===== src/rtl/hsid_x_obi_read_master.sv =====
// OBI read master: fetches a run of consecutive words over OBI and streams them
// downstream through a small FIFO with valid/ready, pulsing obi_done once at the end.
module hsid_x_obi_read_master #(
    parameter int WORD_WIDTH  = 32,
    parameter int LIMIT_WIDTH = 8,
    parameter int FIFO_DEPTH  = 4
) (
    input  logic                    clk,
    input  logic                    rst,
    input  logic [WORD_WIDTH-1:0]   obi_initial_addr,
    input  logic [LIMIT_WIDTH-1:0]  obi_limit_in,
    input  logic                    obi_start,
    output logic                    obi_done,
    output logic                    busy,
    output logic                    error,
    output logic                    obi_req_o,
    input  logic                    obi_gnt_i,
    output logic [WORD_WIDTH-1:0]   obi_addr_o,
    output logic                    obi_we_o,
    output logic [WORD_WIDTH/8-1:0] obi_be_o,
    output logic [WORD_WIDTH-1:0]   obi_wdata_o,
    input  logic                    obi_rvalid_i,
    input  logic [WORD_WIDTH-1:0]   obi_rdata_i,
    input  logic                    obi_err_i,
    output logic [WORD_WIDTH-1:0]   data_o,
    output logic                    data_valid_o,
    input  logic                    data_ready_i
);

    localparam int CNT_W = LIMIT_WIDTH + 1;
    localparam int PTR_W = (FIFO_DEPTH > 1) ? $clog2(FIFO_DEPTH) : 1;
    localparam logic [CNT_W:0]        DEPTH_C   = (CNT_W + 1)'(FIFO_DEPTH);
    localparam logic [CNT_W-1:0]      CNT_ONE   = CNT_W'(1);
    localparam logic [PTR_W-1:0]      PTR_ONE   = PTR_W'(1);
    localparam logic [WORD_WIDTH-1:0] ADDR_STEP = WORD_WIDTH'(WORD_WIDTH / 8);

    typedef enum logic [1:0] {
        IDLE  = 2'd0,
        REQ   = 2'd1,
        DRAIN = 2'd2,
        DONE  = 2'd3
    } state_t;

    state_t state, state_next;

    logic [WORD_WIDTH-1:0] addr;
    logic [CNT_W-1:0]      limit;
    logic [CNT_W-1:0]      issued;
    logic [CNT_W-1:0]      delivered;
    logic [CNT_W-1:0]      delivered_next;
    logic [CNT_W-1:0]      outstanding;
    logic [CNT_W-1:0]      fifo_count;
    logic [CNT_W:0]        in_flight;
    logic [PTR_W-1:0]      wr_ptr;
    logic [PTR_W-1:0]      rd_ptr;
    logic [WORD_WIDTH-1:0] mem [FIFO_DEPTH];
    logic                  err_flag;

    logic start_ok;
    logic grant;
    logic resp_live;
    logic push;
    logic stray;
    logic pop;

    assign start_ok  = (state == IDLE) && obi_start;
    assign grant     = obi_req_o && obi_gnt_i;
    // Responses arriving while idle belong to an aborted transfer and are ignored.
    assign resp_live = obi_rvalid_i && (state != IDLE);
    assign push      = resp_live && (outstanding != '0);
    assign stray     = resp_live && (outstanding == '0);
    assign pop       = data_valid_o && data_ready_i;

    assign in_flight      = {1'b0, outstanding} + {1'b0, fifo_count};
    assign delivered_next = delivered + {{(CNT_W-1){1'b0}}, pop};

    always_comb begin
        state_next = state;
        obi_req_o  = 1'b0;
        obi_done   = 1'b0;
        case (state)
            IDLE: begin
                if (obi_start) begin
                    state_next = (obi_limit_in == '0) ? DONE : REQ;
                end
            end
            REQ: begin
                // Granted-but-unanswered words plus buffered words never exceed the
                // FIFO, so every response has a slot; the sum only grows on a grant,
                // which keeps req stable until it is granted.
                obi_req_o = (issued < limit) && (in_flight < DEPTH_C);
                if (issued == limit) begin
                    state_next = DRAIN;
                end
            end
            DRAIN: begin
                if (delivered_next == limit) begin
                    state_next = DONE;
                end
            end
            DONE: begin
                obi_done   = 1'b1;
                state_next = IDLE;
            end
            default: state_next = IDLE;
        endcase
    end

    always_ff @(posedge clk) begin
        if (rst) begin
            state       <= IDLE;
            addr        <= '0;
            limit       <= '0;
            issued      <= '0;
            delivered   <= '0;
            outstanding <= '0;
            fifo_count  <= '0;
            wr_ptr      <= '0;
            rd_ptr      <= '0;
            err_flag    <= 1'b0;
        end else begin
            state <= state_next;

            if (start_ok) begin
                addr      <= obi_initial_addr;
                limit     <= {1'b0, obi_limit_in};
                issued    <= '0;
                delivered <= '0;
                err_flag  <= 1'b0;
            end else begin
                if (grant) begin
                    addr   <= addr + ADDR_STEP;
                    issued <= issued + CNT_ONE;
                end
                if (pop) begin
                    delivered <= delivered_next;
                end
                if ((push && obi_err_i) || stray) begin
                    err_flag <= 1'b1;
                end
            end

            case ({grant, push})
                2'b10:   outstanding <= outstanding + CNT_ONE;
                2'b01:   outstanding <= outstanding - CNT_ONE;
                default: outstanding <= outstanding;
            endcase

            case ({push, pop})
                2'b10:   fifo_count <= fifo_count + CNT_ONE;
                2'b01:   fifo_count <= fifo_count - CNT_ONE;
                default: fifo_count <= fifo_count;
            endcase

            if (push) begin
                wr_ptr <= wr_ptr + PTR_ONE;
            end
            if (pop) begin
                rd_ptr <= rd_ptr + PTR_ONE;
            end
        end
    end

    // Storage carries no reset; emptiness is tracked by fifo_count alone.
    always_ff @(posedge clk) begin
        if (push) begin
            mem[wr_ptr] <= obi_rdata_i;
        end
    end

    assign data_valid_o = (fifo_count != '0);
    assign data_o       = data_valid_o ? mem[rd_ptr] : '0;

    assign busy        = (state != IDLE);
    assign error       = err_flag;
    assign obi_addr_o  = addr;
    assign obi_we_o    = 1'b0;
    assign obi_be_o    = '1;
    assign obi_wdata_o = '0;

endmodule

===== config.mk =====
export PLATFORM = sky130hd
export DESIGN_NAME = hsid_x_obi_read_master
export DESIGN_NICKNAME = d
export VERILOG_FILES = /design/src/rtl/hsid_x_obi_read_master.sv
export SDC_FILE = /design/constraint.sdc
export NUM_CORES = 1
export LEC_CHECK = 0
export ABC_CLOCK_PERIOD_IN_PS = 5550
export CORE_MARGIN = 1.5
export CORE_UTILIZATION = 39
export DETAILED_ROUTE_END_ITERATION = 8
export SLEW_MARGIN = 20
export SYNTH_ARGS = -nofsm -noshare
export SYNTH_HDL_FRONTEND = slang
export SYNTH_SLANG_ARGS = --single-unit

===== constraint.sdc =====
create_clock -name clk -period 5.55 [get_ports clk]
set_input_delay 0.555 -clock clk [delete_from_list [all_inputs] [get_ports clk]]
set_output_delay 0.555 -clock clk [all_outputs]
set_load 0.02 [all_outputs]

==> results of run 1 <==
-- power breakdown --
part	switching, mW	leakage (nW)	internal, mW
clock network	0.649	0.406	1.01
logic	0.791	2.53	0.614
registers	0.132	1.84	1.79
total	1.57	4.78	3.42
-- synth_stat cells (32+ instances only) --
library cell,n
sky130_fd_sc_hd__clkbuf_1,34
sky130_fd_sc_hd__mux4_2,32
sky130_fd_sc_hd__buf_4,40
sky130_fd_sc_hd__and2_1,42
sky130_fd_sc_hd__nor2_1,52
sky130_fd_sc_hd__edfxtp_1,128
sky130_fd_sc_hd__inv_1,37
sky130_fd_sc_hd__ha_1,45
sky130_fd_sc_hd__nand2_1,87
sky130_fd_sc_hd__nor3_1,40
sky130_fd_sc_hd__a21oi_1,39
sky130_fd_sc_hd__dfxtp_1,85
-- worst min-delay path, stage by stage, from the launching register on --
cell and delay [ps]:
sky130_fd_sc_hd__dfxtp_1 310, sky130_fd_sc_hd__nand2_1 50, sky130_fd_sc_hd__a21oi_1 50
-- state kept, by name, summed over array words and instances, names as in the netlist, named ones only --
name,count
state,2
delivered,9
rd_ptr,2
error,1
wr_ptr,2
obi_addr_o,32
issued,9
mem,128
outstanding,9
limit,8
fifo_count,9
-- metal layers --
metal / global-route usage / part of all wire / vias up / wire (um)
li1: - / - / 3765 / -
met1: 0.2309 / 0.46 / 3698 / 11140
met2: 0.2915 / 0.48 / 179 / 11730
met3: 0.02495 / 0.048 / 26 / 1179
met4: 0.03501 / 0.015 / 0 / 359
met5: 0 / 0 / - / 0
-- layout by cell type, fill, tap and decap left out, types with 4 or more instances in the layout --
| cell | instances |
|---|---|
| sky130_fd_sc_hd__bufinv_16 | 4 |
| sky130_fd_sc_hd__or3_1 | 11 |
| sky130_fd_sc_hd__and3_1 | 22 |
| sky130_fd_sc_hd__nor2_1 | 52 |
| sky130_fd_sc_hd__clkdlybuf4s50_1 | 146 |
| sky130_fd_sc_hd__o21a_1 | 4 |
| sky130_fd_sc_hd__nor2b_1 | 5 |
| sky130_fd_sc_hd__o211ai_1 | 4 |
| sky130_fd_sc_hd__edfxtp_1 | 128 |
| sky130_fd_sc_hd__o21ai_0 | 30 |
| sky130_fd_sc_hd__buf_4 | 13 |
| sky130_fd_sc_hd__a21oi_1 | 39 |
| sky130_fd_sc_hd__nand4_1 | 15 |
| sky130_fd_sc_hd__and2_1 | 41 |
| sky130_fd_sc_hd__clkbuf_16 | 24 |
| sky130_fd_sc_hd__conb_1 | 37 |
| sky130_fd_sc_hd__a32oi_1 | 5 |
| sky130_fd_sc_hd__nand2b_1 | 7 |
| sky130_fd_sc_hd__nor3_1 | 40 |
| sky130_fd_sc_hd__mux2i_1 | 23 |
| sky130_fd_sc_hd__a211oi_1 | 16 |
| sky130_fd_sc_hd__ha_1 | 45 |
| sky130_fd_sc_hd__inv_1 | 37 |
| sky130_fd_sc_hd__and4_1 | 15 |
| sky130_fd_sc_hd__dfxtp_1 | 84 |
| sky130_fd_sc_hd__nand2_1 | 87 |
| sky130_fd_sc_hd__mux4_2 | 32 |
| sky130_fd_sc_hd__xnor2_1 | 21 |
| sky130_fd_sc_hd__a31oi_1 | 4 |
| sky130_fd_sc_hd__clkbuf_1 | 5 |
| sky130_fd_sc_hd__xor2_1 | 8 |
| sky130_fd_sc_hd__nor4_1 | 18 |
| sky130_fd_sc_hd__nand3_1 | 31 |
-- cell families after synthesis --
family / share of synthesized area
muxes: 0.09099
AOI/OAI and AO/OA: 0.07978
and+or+nand+nor: 0.1793
other: 0.0006940
buffers and inverters: 0.05758
DFF: 0.5124
adders and majority gates: 0.05573
xor gates and xnor gates: 0.02347
-- how the worst min path moves through the flow --
stage | startpoint | endpoint | slack (ps) | depth (start not counted)
2_1_floorplan | limit[7]$_SDFFE_PP0P_ | limit[7]$_SDFFE_PP0P_ | 440 | 2
3_3_place_gp | limit[7]$_SDFFE_PP0P_ | limit[7]$_SDFFE_PP0P_ | 450 | 2
3_5_place_dp | limit[7]$_SDFFE_PP0P_ | limit[7]$_SDFFE_PP0P_ | 450 | 2
4_1_cts | limit[7]$_SDFFE_PP0P_ | limit[7]$_SDFFE_PP0P_ | 460 | 2
5_1_grt | obi_addr_o[0]$_SDFFE_PP0P_ | obi_addr_o[0]$_SDFFE_PP0P_ | 480 | 2
6_report | limit[7]$_SDFFE_PP0P_ | limit[7]$_SDFFE_PP0P_ | 450 | 2
-- cell type report --
type                            count  area, um2  share of cell area
Clock buffer                       30      633.1             0.04744
Clock inverter                     14      209.0             0.01566
Inverter                           38      142.6             0.01069
Multi-Input combinational cell    662       4786              0.3586
Sequential cell                   213       5547              0.4156
Tap cell                          372      465.4             0.03487
Timing Repair Buffer              160       1564              0.1172
-- through the flow --
stage	instances	instance area (um2)	power [mW]	hold slack [ps]	setup slack [ps]
finish	1489	13350	4.989	454.9	994.6
global route	1489	13350	5.241	481.8	749.3
CTS	1489	13350	5.051	456.9	1030
detailed placement	1445	12500	3.376	448.3	1048
global placement	1445	12500	3.369	446.3	1164
floorplan	997	10950	2.848	436.3	1447
==> impl_summary.md, run 1 <==
Outcome
The run finished with clean final reports.

Drt
After detailed routing, the number of remaining DRC violations is 0. The length of the first detailed-routing pass in iterations is 7. The via count normalized by instance count is 5.150. The routed wire length per instance is 16.39 um. The number of DRC violations after detailed-routing iteration 0 is 372. Summed over all layers, the routed wires come to 24.41 mm. The final route contains 7668 vias. The number of nets still failing antenna checks after routing is 0.

Placement
The global placer's final weighted congestion is 0.8185. The placed wire-length estimate after detailed placement is 16.51 mm. The count of port buffers added during placement is 147.

Critical path
The startpoint identified for the worst register-to-register timing path is outstanding[3]$_SDFFE_PP0P_. The worst register-to-register path has a depth of 15. Traced cell by cell, the critical path runs through ha_1, or3_1, o2111a_2, o2111ai_2, nor3b_4, nand3b_1, ha_1, ha_1, nor2b_1, o21ai_0, a21boi_0, o21a_1, o41ai_1, mux2i_1, mux2_2. The launch point of the critical path is outstanding[3]$_SDFFE_PP0P_. The capturing element type of the critical path is a flop. The highest cell delay on the worst timing path is 440 ps.

The path length in cells of the critical path is 15. In this design, the critical path's most frequently occurring cell is sky130_fd_sc_hd__ha_1. For the worst setup path, the data required time is 5950 ps.

In this design, the largest share of critical-path delay is due to compound AO/OA/AOI/OAI gates. The endpoint identified for the worst register-to-register timing path is outstanding[8]$_SDFFE_PP0P_. The worst setup path is of the flop to flop kind.

Of all nets on the critical path, the largest fanout is 9. The slowest library cell on the worst path is sky130_fd_sc_hd__nor3b_4. The critical path data arrival time is 4950 ps.

Setup slack on the worst reg-to-reg path comes out at 990 ps. STA classifies the critical path startpoint as a flop. The capture point of the critical path is outstanding[8]$_SDFFE_PP0P_. Counting both buffers and inverters, the worst setup path holds a total of 0.

STA
Setup repair after global routing left no endpoint under its margin. The clock arrives with 20.42 ps of skew. The top achievable clock speed is 219.5 MHz.

Setup violations remaining at the end of the flow were counted as 0. The max-slew violation count is 0. The final total negative setup slack is 0 ps. The final number of hold-violating endpoints came to 0. The smallest clock period supported by the final layout is computed as 4555 ps. The transition at the pin with the smallest max-transition slack is 968.3 ps.

The part of the cycle the worst path needs is 0.8208. The headroom to the max-slew limit is 0.3496.

Die
From bottom edge to top edge, the die measures 169.6 um. The number of I/O pins is 185. The overall die area is 0.02876 mm2.

The area of the core is 0.02710 mm2. In this run the horizontal extent of the chip is 169.6 um. The initial standard-cell utilization of the core is 0.3993.

The floorplan row count is 60.

Layout
Counting the fill cells in the layout gives 2411. The post-synthesis to final-layout area growth is 23.33%. The layout net count is 1225. The core utilization of the finished layout is 0.4925.

The fraction of final layout cells sized beyond drive strength 1 is 0.09042. The antenna diode instance count is 0.

GRT
The number of global-route vias before repair is 7580. The total routing usage reported by global routing is 0.1706. The first global-routing pass estimated 39.60 mm of wire. The residual overflow from global routing is 0. Entering global routing, the biggest net connects 69 pins.

The initial antenna violation count was 0.

Synth
By area the synthesized netlist is led by sky130_fd_sc_hd__edfxtp_1 36%, sky130_fd_sc_hd__dfxtp_1 16%, sky130_fd_sc_hd__mux4_2 6.7%, sky130_fd_sc_hd__ha_1 5.2%, sky130_fd_sc_hd__nand2_1 3.0%. The synthesized design spends more area on one cell type than any other, namely sky130_fd_sc_hd__edfxtp_1. The synthesized design contains 213 register bits. A synthesized cell averages 11.25 um2.

For this run, the leading register cell type out of synthesis is sky130_fd_sc_hd__edfxtp_1. The share of synthesized area in the top cell type comes to 0.3552. The netlist uses 62 different library cells.

The number of enable-type register cells in the synthesized netlist is 128. The sequential area share after synthesis is 0.5124. The number of warning messages in the yosys log is 0. The synthesized cell area is 0.01082 mm2. Of all flip-flops after synthesis, the portion carrying an async set or reset was 0. After technology mapping, the gate count stands at 962.

Clock tree
The clock root buffer is sky130_fd_sc_hd__clkbuf_16. The total of cells resized after clock tree synthesis is 0. The CTS sink count is 213.

TritonCTS built the clock tree. The later pin in the worst-skew pair is clocked with a latency of 520 ps. The H-tree level count is 1. TritonCTS created 24 clock buffers. After clock tree synthesis, the flow added hold-fix buffers numbering 0. The total setup buffers inserted after CTS is 0. The number of buffers on the longest clock path is 3. After clock tree synthesis, the clock-pin slew on the worst setup and hold paths is 60 ps.

Min path
The path class of the lowest-slack min-delay path is flop to flop.

Job
The tool flagged a number of max-cap violations equal to 0.

Power
For this design the ratio of total power to cell area is 373.8 mW/mm2. The worst ir drop on vdd is 0.2525 mV. In this run the static leakage power is 4.776 nW.
No activity file was read; power rests on OpenSTA's default activity.
==> inputs of run 2 (changes only) <==
ABC_CLOCK_PERIOD_IN_PS = 4350   (was 5550)
clock period = 4.35 ns   (was 5.55 ns; I/O delays follow)
==> impl_summary.md, run 2 (synthesized netlist as in run 1, its figures left out) <==
Critical path
STA classifies the critical path startpoint as a flop. The capturing element type of the critical path is a flop. The worst reg2reg path depth was 15 (unchanged). The launch point of the critical path is outstanding[3]$_SDFFE_PP0P_.

The type of the worst setup path is flop to flop. The most critical setup path has its endpoint at outstanding[8]$_SDFFE_PP0P_. In this run the critical register-to-register path is launched from outstanding[3]$_SDFFE_PP0P_.

The terminus of the critical flop-to-flop path is outstanding[8]$_SDFFE_PP0P_. The setup slack of the most critical reg-to-reg path is 280 ps (-720 ps). The endpoint required time on the critical path came to 4760 ps (-1190 ps).

The critical path data arrival time was 4490 ps (-460 ps). The biggest fanout along the worst timing path is 4 (-5).

Die
The number of I/O pins came to 185 (unchanged). The area of the core was 0.02710 mm2 (unchanged). The die outline width is 169.6 um (unchanged). The initial standard-cell utilization of the core was 0.3993 (unchanged).

The overall die height is 169.6 um (unchanged). The overall die area is 0.02876 mm2 (unchanged). The floorplan row count came to 60 (unchanged).

Drt
The number of nets still failing antenna checks after routing is 0 (unchanged). The routed wire length per instance is 16.53 um (+0.84%). The length of the first detailed-routing pass in iterations is 5 (-2). The overall via count from detail_route is 7745 (+1.0%). The via count normalized by instance count is 5.170 (+0.40%). The final routed wirelength across all metal layers was 24.76 mm (+1.4%).

The number of DRC violations after detailed-routing iteration 0 is 413 (+11%). The DRC violations left is 0 (unchanged).

STA
The part of the cycle the worst path needs is 0.9362 (+0.1154). The clock period minus worst slack is 4072 ps (-483.1 ps). The final setup violation count is 0 (unchanged).

The top achievable clock speed came to 245.6 MHz (+12%). The final total negative setup slack was 0 ps (unchanged). The max-slew violation count is 0 (unchanged).

The transition at the pin with the smallest max-transition slack came to 898.8 ps (-69.51 ps). The final clock skew is 8.527 ps (-11.89 ps). The headroom to the max-slew limit came to 0.4008 (+0.05118). The worst hold slack across all endpoints came to 455.6 ps (+0.6890 ps).

The final worst-path setup slack is 277.7 ps (-716.9 ps). The final number of hold-violating endpoints is 0 (unchanged).

GRT
The met2 demand-to-capacity share in global routing was 0.2832 (-0.008230). The maximum number of pins on one net before global-route repair came to 68 (-1.4%). The residual overflow from global routing is 0 (unchanged). The met3 usage in global routing is 0.02402 (-0.0009328). The total routing usage reported by global routing came to 0.1702 (-0.0004840).

The met1 track demand over resource in global routing is 0.2321 (+0.001191). The number of global-route vias before repair was 7367 (-2.8%). The layer flagged by global routing as most heavily used is met2.

The wire length of the first global-routing pass is 39.25 mm (-0.87%). The initial antenna violation count is 0 (unchanged).

Power
The power per unit of standard cell area is 470.3 mW/mm2 (+26%). The total power consumption of the routed design is 6.290 mW (+26%). The worst ir drop on vdd was 0.2674 mV (+5.9%).

The leakage power is 4.793 nW (+0.35%).

Clock tree
The number of buffers on the longest clock path is 3 (unchanged). The register clock-pin slew on the reported worst setup and hold paths is 60 ps (about the same). The CTS tree is built. The CTS sink count is 213 (unchanged). The clock latency on the worst-skew pair was 530 ps (about the same). The H-tree level count is 1 (unchanged). The hold buffer count at CTS is 0 (unchanged). The total clock buffers created by CTS was 25 (+4.2%).

The clock root buffer is sky130_fd_sc_hd__clkbuf_16.

Placement
The global placer's final weighted congestion is 0.8261 (+0.93%). The setup slack at placement is 10.96 ps (-1037 ps). The placed wire-length estimate after detailed placement is 16.71 mm (+1.2%). The count of port buffers added during placement was 147 (unchanged).

Layout
The top cell types in the final layout, fill and taps aside, are 146 x sky130_fd_sc_hd__clkdlybuf4s50_1, 128 x sky130_fd_sc_hd__edfxtp_1, 87 x sky130_fd_sc_hd__nand2_1. The antenna diode instance count is 0 (unchanged). The layout net count is 1233 (+0.65%). From synthesis to final layout, the design area changed by 23.59%.

The register with the most flip-flops in the final layout is mem. The core utilization of the finished layout is 0.4935 (+0.001015). The fraction of final layout cells sized beyond drive strength 1 came to 0.09503 (+0.004606). The library cell used most frequently in the layout, excluding fill and tap cells, is sky130_fd_sc_hd__clkdlybuf4s50_1. The flip-flop count of the largest register, all copies and words added is 128 (unchanged).

Outcome
The flow ran to the end, and the final reports show no timing, DRC or antenna violations.

Job
The number of violations of the max-capacitance limit is 0 (unchanged).

Min path
The path class of the lowest-slack min-delay path is flop to flop.
## run 2: cell types whose count changed in the layout (fill, tap and decap cells not counted), sizes merged
cell      delta
buf          +7
clkbuf       +6
clkinv       -3
bufinv       -2
clkinvlp     +1
## run 2: worst max-delay path, cell delays in order, from the launching register on
cell and delay (ps):
sky130_fd_sc_hd__dfxtp_1 340, sky130_fd_sc_hd__ha_1 230, sky130_fd_sc_hd__or3_1 400, sky130_fd_sc_hd__o2111a_2 300, sky130_fd_sc_hd__nor3_1 340, sky130_fd_sc_hd__nor3b_4 80
sky130_fd_sc_hd__nand3b_1 170, sky130_fd_sc_hd__ha_1 260, sky130_fd_sc_hd__ha_1 330, sky130_fd_sc_hd__nor2b_1 140, sky130_fd_sc_hd__o21ai_1 160, sky130_fd_sc_hd__a21boi_0 150
sky130_fd_sc_hd__o21a_1 220, sky130_fd_sc_hd__o41ai_2 250, sky130_fd_sc_hd__mux2i_1 240, sky130_fd_sc_hd__mux2_2 340
## run 2: layer usage
layer,share of wire,vias to the layer above
met5,0,-
met3,0.043,40
met1,0.46,3733
li1,-,3785
met2,0.47,187
met4,0.025,0
## run 2: how the worst min path moves through the flow
stage	from	slack (ps)	cells past startpoint	endpoint
after floorplan	limit[7]$_SDFFE_PP0P_	440	2	limit[7]$_SDFFE_PP0P_
after global placement	obi_addr_o[1]$_SDFFE_PP0P_	440	2	obi_addr_o[1]$_SDFFE_PP0P_
after detailed placement	limit[7]$_SDFFE_PP0P_	450	2	limit[7]$_SDFFE_PP0P_
after CTS	obi_initial_addr[1]	440	3	obi_addr_o[1]$_SDFFE_PP0P_
after global routing	obi_initial_addr[1]	460	3	obi_addr_o[1]$_SDFFE_PP0P_
final	limit[7]$_SDFFE_PP0P_	460	2	limit[7]$_SDFFE_PP0P_
## run 2: area by class of cell
| class | count | area [um2] |
|---|---|---|
| inverter | 38 | 142.6 |
| clock inverter | 10 | 121.4 |
| clock buffer | 36 | 666.9 |
| sequential | 213 | 5548 |
| multi-input combinational | 662 | 4801 |
| fill | 2444 | 13730 |
| timing repair buffer | 167 | 1629 |
| tap | 372 | 465.4 |
## run 2: what timing repair did
item / CTS / global route
gates resized for setup: 0 / 5
buffers inserted: 0 / 1
endpoints found under the hold margin: 0 / 0
setup endpoints to repair: 0 / 1
## run 2: per-stage QoR
step	area, um2	cells
after floorplan	10950	997
after CTS	13350	1497
after global routing	13370	1498
after detailed placement	12560	1451
final	13370	1498
after global placement	12560	1451
## run 2: where the power goes
part,switching (mW),internal [mW]
Sequential,0.181,2.29
Combinational,1.01,0.797
Clock,0.821,1.19
==> inputs of run 3 (changes only) <==
CTS_CLUSTER_SIZE = 25   (was default)
TNS_END_PERCENT = 20   (was default)
==> results of run 3 <==
Final layout, timing and power as in run 2 (identical DEF).
